## config.mk

```make
export PLATFORM = sky130hd
export DESIGN_NAME = tt_um_serial_adder
export DESIGN_NICKNAME = d
export VERILOG_FILES = /design/src/rtl/tt_um_serial_adder.sv
export SDC_FILE = /design/constraint.sdc
export NUM_CORES = 1
export LEC_CHECK = 0
export CORE_MARGIN = 4
export CORE_UTILIZATION = 56
export DETAILED_ROUTE_END_ITERATION = 8
export GPL_TIMING_DRIVEN = 0
export PLACE_DENSITY = 0.91
export RECOVER_POWER = 50
export SLEW_MARGIN = 20
export SYNTH_ARGS = -nofsm -noshare
export SYNTH_HDL_FRONTEND = slang
export SYNTH_SLANG_ARGS = --single-unit
```

## constraint.sdc

```tcl
create_clock -name clk -period 3.8 [get_ports clk]
set_input_delay 0.76 -clock clk [delete_from_list [all_inputs] [get_ports clk]]
set_output_delay 0.76 -clock clk [all_outputs]
set_load 0.01 [all_outputs]
```

## src/rtl/tt_um_serial_adder.sv

```systemverilog
// tt_um_serial_adder: bit-serial WIDTH-bit adder tile, operands loaded bytewise, summed LSB-first one bit per clock
//
// Ports:
//   clk      rising-edge clock
//   rst_n    asynchronous active-low reset
//   ena      tile enable (ignored)
//   ui_in    write data byte
//   uio_in   [0] wr, [1] opsel (0=A, 1=B), [2] start, [3] cin, [5:4] byte index
//   uo_out   selected byte of the last completed result (0 for out-of-range index)
//   uio_out  [7] busy, [6] cout
//   uio_oe   constant 8'hC0
//
// Optional feature: define SERIAL_ADDER_SUB_EN so that opsel=1 at start computes A-B
// (B inverted, carry seeded with 1; cout=1 means no borrow).
module tt_um_serial_adder #(
    parameter int WIDTH = 8
) (
    input  logic       clk,
    input  logic       rst_n,
    input  logic       ena,
    input  logic [7:0] ui_in,
    input  logic [7:0] uio_in,
    output logic [7:0] uo_out,
    output logic [7:0] uio_out,
    output logic [7:0] uio_oe
);
    localparam int NBYTES = WIDTH / 8;
    localparam int CW = $clog2(WIDTH);
    typedef enum logic {IDLE, BUSY} state_t;
    state_t state_q, state_d;
    logic [WIDTH-1:0] a_q, a_d, b_q, b_d, wa_q, wa_d, wb_q, wb_d, sum_q, sum_d, res_q, res_d;
    logic c_q, c_d, cout_q, cout_d;
    logic [CW-1:0] cnt_q, cnt_d;
    logic wr, opsel, start, cin, s, cy, unused_ok;
    logic [1:0] idx;
    assign wr = uio_in[0];
    assign opsel = uio_in[1];
    assign start = uio_in[2];
    assign cin = uio_in[3];
    assign idx = uio_in[5:4];
    assign s = wa_q[0] ^ wb_q[0] ^ c_q;
    assign cy = (wa_q[0] & wb_q[0]) | (c_q & (wa_q[0] ^ wb_q[0]));
    assign unused_ok = &{1'b0, ena, uio_in[7:6]};
    assign uio_out = {state_q == BUSY, cout_q, 6'b0};
    assign uio_oe = 8'hC0;
    always_ff @(posedge clk or negedge rst_n) begin
        if (!rst_n) begin
            state_q <= IDLE;
            a_q <= '0;
            b_q <= '0;
            wa_q <= '0;
            wb_q <= '0;
            sum_q <= '0;
            res_q <= '0;
            c_q <= 1'b0;
            cout_q <= 1'b0;
            cnt_q <= '0;
        end else begin
            state_q <= state_d;
            a_q <= a_d;
            b_q <= b_d;
            wa_q <= wa_d;
            wb_q <= wb_d;
            sum_q <= sum_d;
            res_q <= res_d;
            c_q <= c_d;
            cout_q <= cout_d;
            cnt_q <= cnt_d;
        end
    end
    always_comb begin
        state_d = state_q;
        a_d = a_q;
        b_d = b_q;
        wa_d = wa_q;
        wb_d = wb_q;
        sum_d = sum_q;
        res_d = res_q;
        c_d = c_q;
        cout_d = cout_q;
        cnt_d = cnt_q;
        if (state_q == IDLE) begin
            if (start) begin
                state_d = BUSY;
                wa_d = a_q;
                cnt_d = '0;
`ifdef SERIAL_ADDER_SUB_EN
                wb_d = opsel ? ~b_q : b_q;
                c_d = opsel ? 1'b1 : cin;
`else
                wb_d = b_q;
                c_d = cin;
`endif
            end else if (wr) begin
                for (int i = 0; i < NBYTES; i++) begin
                    if (idx == 2'(i) && opsel) b_d[8*i +: 8] = ui_in;
                    if (idx == 2'(i) && !opsel) a_d[8*i +: 8] = ui_in;
                end
            end
        end else begin
            wa_d = wa_q >> 1;
            wb_d = wb_q >> 1;
            c_d = cy;
            sum_d = {s, sum_q[WIDTH-1:1]};
            cnt_d = cnt_q + 1'b1;
            // Publish only on the last bit so uo_out/cout never show a partial sum
            if (cnt_q == CW'(WIDTH - 1)) begin
                state_d = IDLE;
                res_d = sum_d;
                cout_d = cy;
            end
        end
    end
    always_comb begin
        uo_out = 8'h00;
        for (int i = 0; i < NBYTES; i++) uo_out = (idx == 2'(i)) ? res_q[8*i +: 8] : uo_out;
    end
endmodule

```

Word level (Yosys, flattened, before mapping):

Index checks and enable logic that the tools add are counted.

* reductions and logical operators: 8
* equality and inequality tests: 1
* bitwise operators: 7
* muxes and demuxes: 12
* add/subtract/negate cells: 1

Operators with widths (number)
* 2-to-1 mux 8 bit: 5
* AND reduction 4 bit: 2
* 2-to-1 mux 3 bit: 2
* 2-to-1 mux 1 bit: 5
* adder 3 x 1 -> 3 bit, second input constant: 1
* == test 3 bit, second input constant: 1
* bitwise AND 1 bit: 2
* logical AND 1 bit: 2
* zero test 2 bit: 1
* NOT 1 bit: 2
* AND reduction 2 bit: 1
* nonzero test 2 bit: 1
* XOR 1 bit: 2
* zero test 1 bit: 1
* OR 1 bit: 1

* logic and storage cells: 39
* flip-flop bits (word level): 54
* output and inout bits: 24
* input port bits: 19

Logic depth before layout (Yosys ltp):

Gate-level depths: netlist of run 1.

* word-level depth: 4
* gate-level depth with buffers: 5
* gate-level depth less buffers: 4

Worst setup path before layout of run 1:

OpenSTA, ideal clock, no wires.

* path type: input -> output
* start point: in uio_in[5]
* end point: out uo_out[0]
* arrival time: 1.151 ns
* stages: 2
* buffers on the path: 0
* path slack: 1.889 ns
* required time: 3.040 ns
* path through: nor2_4 and2_1

* cells in the longest elaborated chain, start to end: 2

RTL lines
* from (decl): line 22 `input logic [7:0] uio_in,`
* zero test 2 bit: line 116 `for (int i = 0; i < NBYTES; i++) uo_out = (idx == 2'(i)) ? res_q[8*i +: 8] : uo_out;`
* 2-to-1 mux 8 bit: line 116
* to (decl): line 23 `output logic [7:0] uo_out,`

Every way passes these cells.

Final worst setup path of run 1:

* start point: in uio_in[5]
* end point: out uo_out[6]

Same word-level chain as after synthesis.

==> impl_results.md, run 1 <==
* Status: finished with violations
* Failing checks: capacitance limit, slew limit
* Area Overhead vs Synth at 19.5%
* Pleak at 0.00145 uW
* DRC at 0
* Hold Crit Class: flop to flop
* Req. time, crit path at 3.04 ns
* Synth cell types at 21
* Final period util at 77.2%
* CTS tree: done
* Top post-synthesis cells by count: dfrtp_1 (53), mux2_2 (31), mux2i_1 (19)
* Seq/Total Area, Yosys at 55.4%
* Flops & latches, synth at 53
* Ports at 43
* Async S/R FF share, synth at 100%
* Post-synth EDFFs at 0
* Antenna-violating nets left at 0
* Final hold violations at 0
* Fin worst setup slack at 0.866 ns
* CTS sink cnt at 53
* Largest cells by area after synthesis: dfrtp_1 (55%), mux2_2 (15%), mux2i_1 (7.9%), buf_4 (5.3%), o21ai_0 (3.1%)
* Slew Limit Fails at 54
* Max FO, Critical Path at 10
* Critical-path cell list: clkdlybuf4s50_1 > nor2_4 > and2_1 > clkdlybuf4s50_1
* CTS root buffer: clkbuf_8
* Maximum vdd drop at 0.373 mV
* Post-route insts no fill at 275
* TritonCTS Buffers at 5
* Final WL at 4.13 mm
* Fraction of layout cells with a size suffix above 1 at 27.6%
* IO buf count at 24
* Vias per cell at 5.18
* Crit-path max cell delay at 0.53 ns
* Setup CP Type: primary input to output port
* Max Clock Skew at 0.00649 ns
* Vias in the first global route at 1418
* Drt first pass iters at 4
* Predominant post-synthesis flop cell: dfrtp_1
* Drt first-iter violations at 105
* GRT Total Usage at 17.5%
* Clk buf depth at 2
* H-tree depth at 2
* Placer congestion estimate at 0.720
* Tmin final at 2.93 ns
* Post-CTS Setup Inserts at 0
* RSZ-0062 raised after global routing: false
* Worst-Skew Late Latency at 0.31 ns
* Endpoint class of the critical path: output port
* Max-cap violations at 1
* Post-cts sizing count at 0
* GR Overflow Total at 0
* Power density cells at 643 nW/um2
* Chip height at 73.4 um
* Hold buffers post-CTS at 0
* WP data arrival at 2.17 ns
* Worst-path clk slew at 0.09 ns
* Via Count at 1425
* Max_slew headroom at -79.3%
* Syn Area/Cell at 13.2 um2
* Top-count cell post-synth: dfrtp_1
* Final Setup Violations at 0
* Largest net degree at the start of global routing at 54
* Critical-path top delay cell: clkdlybuf4s50_1
* Cell taking the most area after synthesis: dfrtp_1
* Num rows at 23
* Worst Max-Slew Pin Slew at 2.69 ns
* Synth Cell Area at 2390 um2
* Antenna violations before repair at 0
* Dpl ws at 0.848 ns
* Ant diodes at 0
* CP most frequent cell: clkdlybuf4s50_1
* Routed len/inst at 15.0 um
* YS warnings at 0
* First-pass GRT wire length at 7.02 mm
* Initial core utilization at 59.0%
* Startpoint Class: primary input
* Post-route setup TNS at 0 ns
* Mapped Cells at 181
* DP HPWL at 2.85 mm
* Final #Nets at 246
* DIE WIDTH at 73.4 um
* Die ar. at 5380 um2
* Post-synth top area share at 55.4%
* Placed cells at 267
* Peak Freq at 341 MHz
* Core Area at 4060 um2
==> power by group <==
group	total, uW	internal, uW	switching, uW	leakage [uW]
Combinational	529	286	243	0.000664
Clock	442	261	180	0.0000681
Sequential	869	757	113	0.000713
==> routing by layer <==
metal  track usage (%)  wire length, um  vias up
li1                  -                -      678
met1              21.8             1680      706
met2              29.2             2150       36
met3              5.06              241        5
met4              5.63               58        0
met5                 0                0        -
==> state kept, by name, summed over array words and instances (netlist names) <==
name,flops
c_q,1
wb_q,8
state_q,1
sum_q,7
a_q,8
b_q,8
cout_q,1
res_q,8
wa_q,8
cnt_q,3
==> layout make-up <==
| type | instances | area (um2) |
|---|---|---|
| plain buffers | 23 | 158 |
| clock buffers | 5 | 68.8 |
| clock inverters | 3 | 65.1 |
| fillers | 285 | 1200 |
| inverters | 1 | 3.75 |
| multi-input cells | 116 | 942 |
| flip-flops and latches | 53 | 1330 |
| well taps | 50 | 62.6 |
| repair buffers | 24 | 234 |
==> metrics by stage <==
stage | cell area, um2 | utilization, % | power (uW) | hold slack (ns)
2_1_floorplan | 2440 | - | 1250 | 0.449
3_3_place_gp | 2740 | 67.6 | 1380 | 0.461
3_5_place_dp | 2740 | 67.5 | 1420 | 0.478
4_1_cts | 2870 | 70.8 | 1870 | 0.488
5_1_grt | 2860 | 70.5 | 1960 | 0.521
6_report | 2860 | 70.5 | 1840 | 0.497
==> placed cells by master (no fill, tap or decap) <==
cell type	count
o21ai_0	15
clkbuf_1	6
mux2_2	31
fa_1	1
mux2_4	1
nand2_1	17
conb_1	14
clkinv_2	1
nand4_4	1
inv_1	1
nor2_4	1
ha_1	2
bufinv_16	2
and2_1	8
clkdlybuf4s50_1	23
a22o_1	2
nand4b_4	1
clkbuf_8	5
dfrtp_1	53
nor2_8	1
mux2i_1	19
buf_6	1
nor2_1	2
buf_4	17
==> worst paths after layout <==
check                           from         to  slack [ns]  cells after the start
max reg2reg                  state_q   sum_q[2]        1.95                      3
max                        uio_in[5]  uo_out[6]        0.87                      4
min                         cnt_q[0]   cnt_q[0]        0.50                      1
max in group asynchronous      rst_n    wb_q[7]        0.99                      1
min in group asynchronous      rst_n   res_q[1]        1.30                      1
min reg2reg                 cnt_q[0]   cnt_q[0]        0.50                      1
==> cells by family (layout without fill, tap and decap cells) <==
kind of cell,count (synthesis),after routing,share of synthesized area (%)
DFF,53,53,55.4
muxes,51,51,23.2
and+or+nand+nor,31,31,8.26
buffers and inverters,24,56,7.11
AOI/OAI and AO/OA,17,17,3.87
adders and majority gates,3,3,1.88
other,2,14,0.314
==> worst max-delay path: cells and delay by family <==
kind,cells,cell delay [ns]
buffers and inverters,2,0.97
AND/OR/NAND/NOR,2,0.44
Note: power is estimated with default switching activity, not from simulation.
==> run 2, diff against run 1 <==
--- a/config.mk
+++ b/config.mk
@@ -6,10 +6,10 @@
 export NUM_CORES = 1
 export LEC_CHECK = 0
 export CORE_MARGIN = 4
-export CORE_UTILIZATION = 56
+export CORE_UTILIZATION = 47
 export DETAILED_ROUTE_END_ITERATION = 8
 export GPL_TIMING_DRIVEN = 0
-export PLACE_DENSITY = 0.91
+export PLACE_DENSITY = 0.82
 export RECOVER_POWER = 50
 export SLEW_MARGIN = 20
 export SYNTH_ARGS = -nofsm -noshare
==> constraint.sdc (replaced) <==
create_clock -name clk -period 2.65 [get_ports clk]
set_input_delay 0.53 -clock clk [delete_from_list [all_inputs] [get_ports clk]]
set_output_delay 0.53 -clock clk [all_outputs]
set_load 0.01 [all_outputs]
==> run 2 against run 1 <==
- the flow now finishes without violations
- cell count rose by 6.2%
- sequential cell count is the same
- combinational power up 40%
- global-route usage decreased by 3.3 points
- setup slack got worse by 0.70 ns
- largest power group unchanged
- via count is 0.35% lower
- non-clock buffer count is the same
- cell area shrank 1.0%
- count of clock-buffer cells in the layout grew 1
- clock power decreased by 0.9%
==> impl_results.md, run 2 (synthesis results as in run 1) <==
* Status: finished, final reports clean
* IO buf count at 24
* Fin util at 58.8%
* Dpl ws at 0.146 ns
* Final hold violations at 0
* Chip height at 79.4 um
* Final Setup Violations at 0
* Vias per cell at 4.86
* DIE WIDTH at 79.4 um
* Antenna violations before repair at 0
* Max FO, Critical Path at 10
* Slew Limit Fails at 0
* Final period util at 93.8%
* First-pass GRT wire length at 6.81 mm
* H-tree depth at 2
* Most common cell after layout, fill and taps aside: dfrtp_1
* Ant diodes at 0
* Max Clock Skew at 0.00859 ns
* Fin worst setup slack at 0.165 ns
* Hold Crit Class: primary input to asynchronous set/reset pin
* Peak Freq at 402 MHz
* Power density cells at 854 nW/um2
* GRT Total Usage at 14.2%
* Antenna-violating nets left at 0
* Worst-case reg-to-reg path depth at 3
* Largest net degree at the start of global routing at 54
* Ports at 43
* Post-CTS Setup Inserts at 0
* Area Overhead vs Synth at 18.3%
* Core Area at 4820 um2
* TritonCTS Buffers at 5
* Routed len/inst at 13.7 um
* Post-cts sizing count at 0
* GR Overflow Total at 0
* Most frequent cells in the layout: dfrtp_1 (53), mux2_2 (31), clkdlybuf4s50_1 (23)
* CTS root buffer: clkbuf_8
* Worst-Skew Late Latency at 0.31 ns
* Placer congestion estimate at 0.725
* Setup CP Type: primary input to output port
* Worst-path clk slew at 0.09 ns
* CTS tree: done
* Hold buffers post-CTS at 0
* WP data arrival at 1.95 ns
* CTS sink cnt at 53
* Endpoint class of the critical path: output port
* Drt first pass iters at 4
* Via Count at 1420
* DRC at 0
* Worst Max-Slew Pin Slew at 1.28 ns
* Fin Hold WS at 0.482 ns
* Fill cell count at 444
* Maximum vdd drop at 0.555 mV
* Tmin final at 2.48 ns
* Final WL at 3.99 mm
* Startpoint Class: primary input
* Max-cap violations at 0
* Pleak at 0.00143 uW
* Fraction of layout cells with a size suffix above 1 at 27.6%
* DP HPWL at 2.86 mm
* Final #Nets at 246
* Post-DP Area at 2760 um2
* Vias in the first global route at 1495
* Num rows at 25
* RSZ-0062 raised after global routing: false
* Die ar. at 6300 um2
* Clk buf depth at 2
* Initial core utilization at 49.7%
* Fin area at 2830 um2
* Req. time, crit path at 2.12 ns
* Max_slew headroom at 14.6%
* Drt first-iter violations at 76
==> run 2: cell count changes in the layout (fill, tap and decap cells not counted), sizes merged <==
cell / change
clkinv: +1
bufinv: -2
clkbuf: +1
==> run 2: path summary, 6_finish.rpt <==
check | slack (ns) | start | end
min in group clk | 0.50 | cnt_q[0] | cnt_q[0]
worst max-delay path | 0.17 | uio_in[5] | uo_out[5]
worst min register to register | 0.50 | cnt_q[0] | cnt_q[0]
worst min-delay path | 0.48 | rst_n | sum_q[4]
worst max register to register | 0.86 | state_q | sum_q[2]
max in group asynchronous | 1.39 | rst_n | wa_q[3]
==> run 2: final cells by class <==
type	instances	area [um2]	area share [%]
flip-flops and latches	53	1330	46.8
multi-input cells	116	942	33.3
repair buffers	24	235	8.31
plain buffers	23	158	5.57
well taps	67	83.8	2.96
clock buffers	6	72.6	2.56
clock inverters	2	10.0	0.354
inverters	1	3.75	0.133
==> run 2: worst max-delay path: stages <==
cell and delay (ns):
clkdlybuf4s50_1 0.45, nor2_4 0.27, and2_1 0.18, clkdlybuf4s50_1 0.53
==> run 2: stage by stage <==
step,instances,total power (uW),setup TNS [ns]
after global routing,292,2600,0
final,292,2420,0
after floorplan,193,1790,0
after CTS,292,2460,0
after global placement,284,1980,-24.38
after detailed placement,284,2030,0
==> run 2: routing by layer <==
| layer | global-route usage [%] | part of all wire [%] | up-vias |
|---|---|---|---|
| met1 | 16.0 | 41 | 711 |
| met5 | 0 | 0 | - |
| li1 | - | - | 675 |
| met2 | 25.2 | 52 | 31 |
| met3 | 4.88 | 5.1 | 3 |
| met4 | 4.12 | 0.95 | 0 |
==> run 2: where the power goes <==
part           leakage (uW)  internal [uW]  total [uW]  switching (uW)
Clock             0.0000450            184         438             255
Combinational      0.000667            408         740             333
Sequential         0.000713           1090        1240             156
==> run 3, diff against run 2 <==
--- a/config.mk
+++ b/config.mk
@@ -15,3 +15,4 @@
 export SYNTH_ARGS = -nofsm -noshare
 export SYNTH_HDL_FRONTEND = slang
 export SYNTH_SLANG_ARGS = --single-unit
+export TNS_END_PERCENT = 100
==> results of run 3 <==
The final DEF is identical to that of run 2; final timing and power are the same.
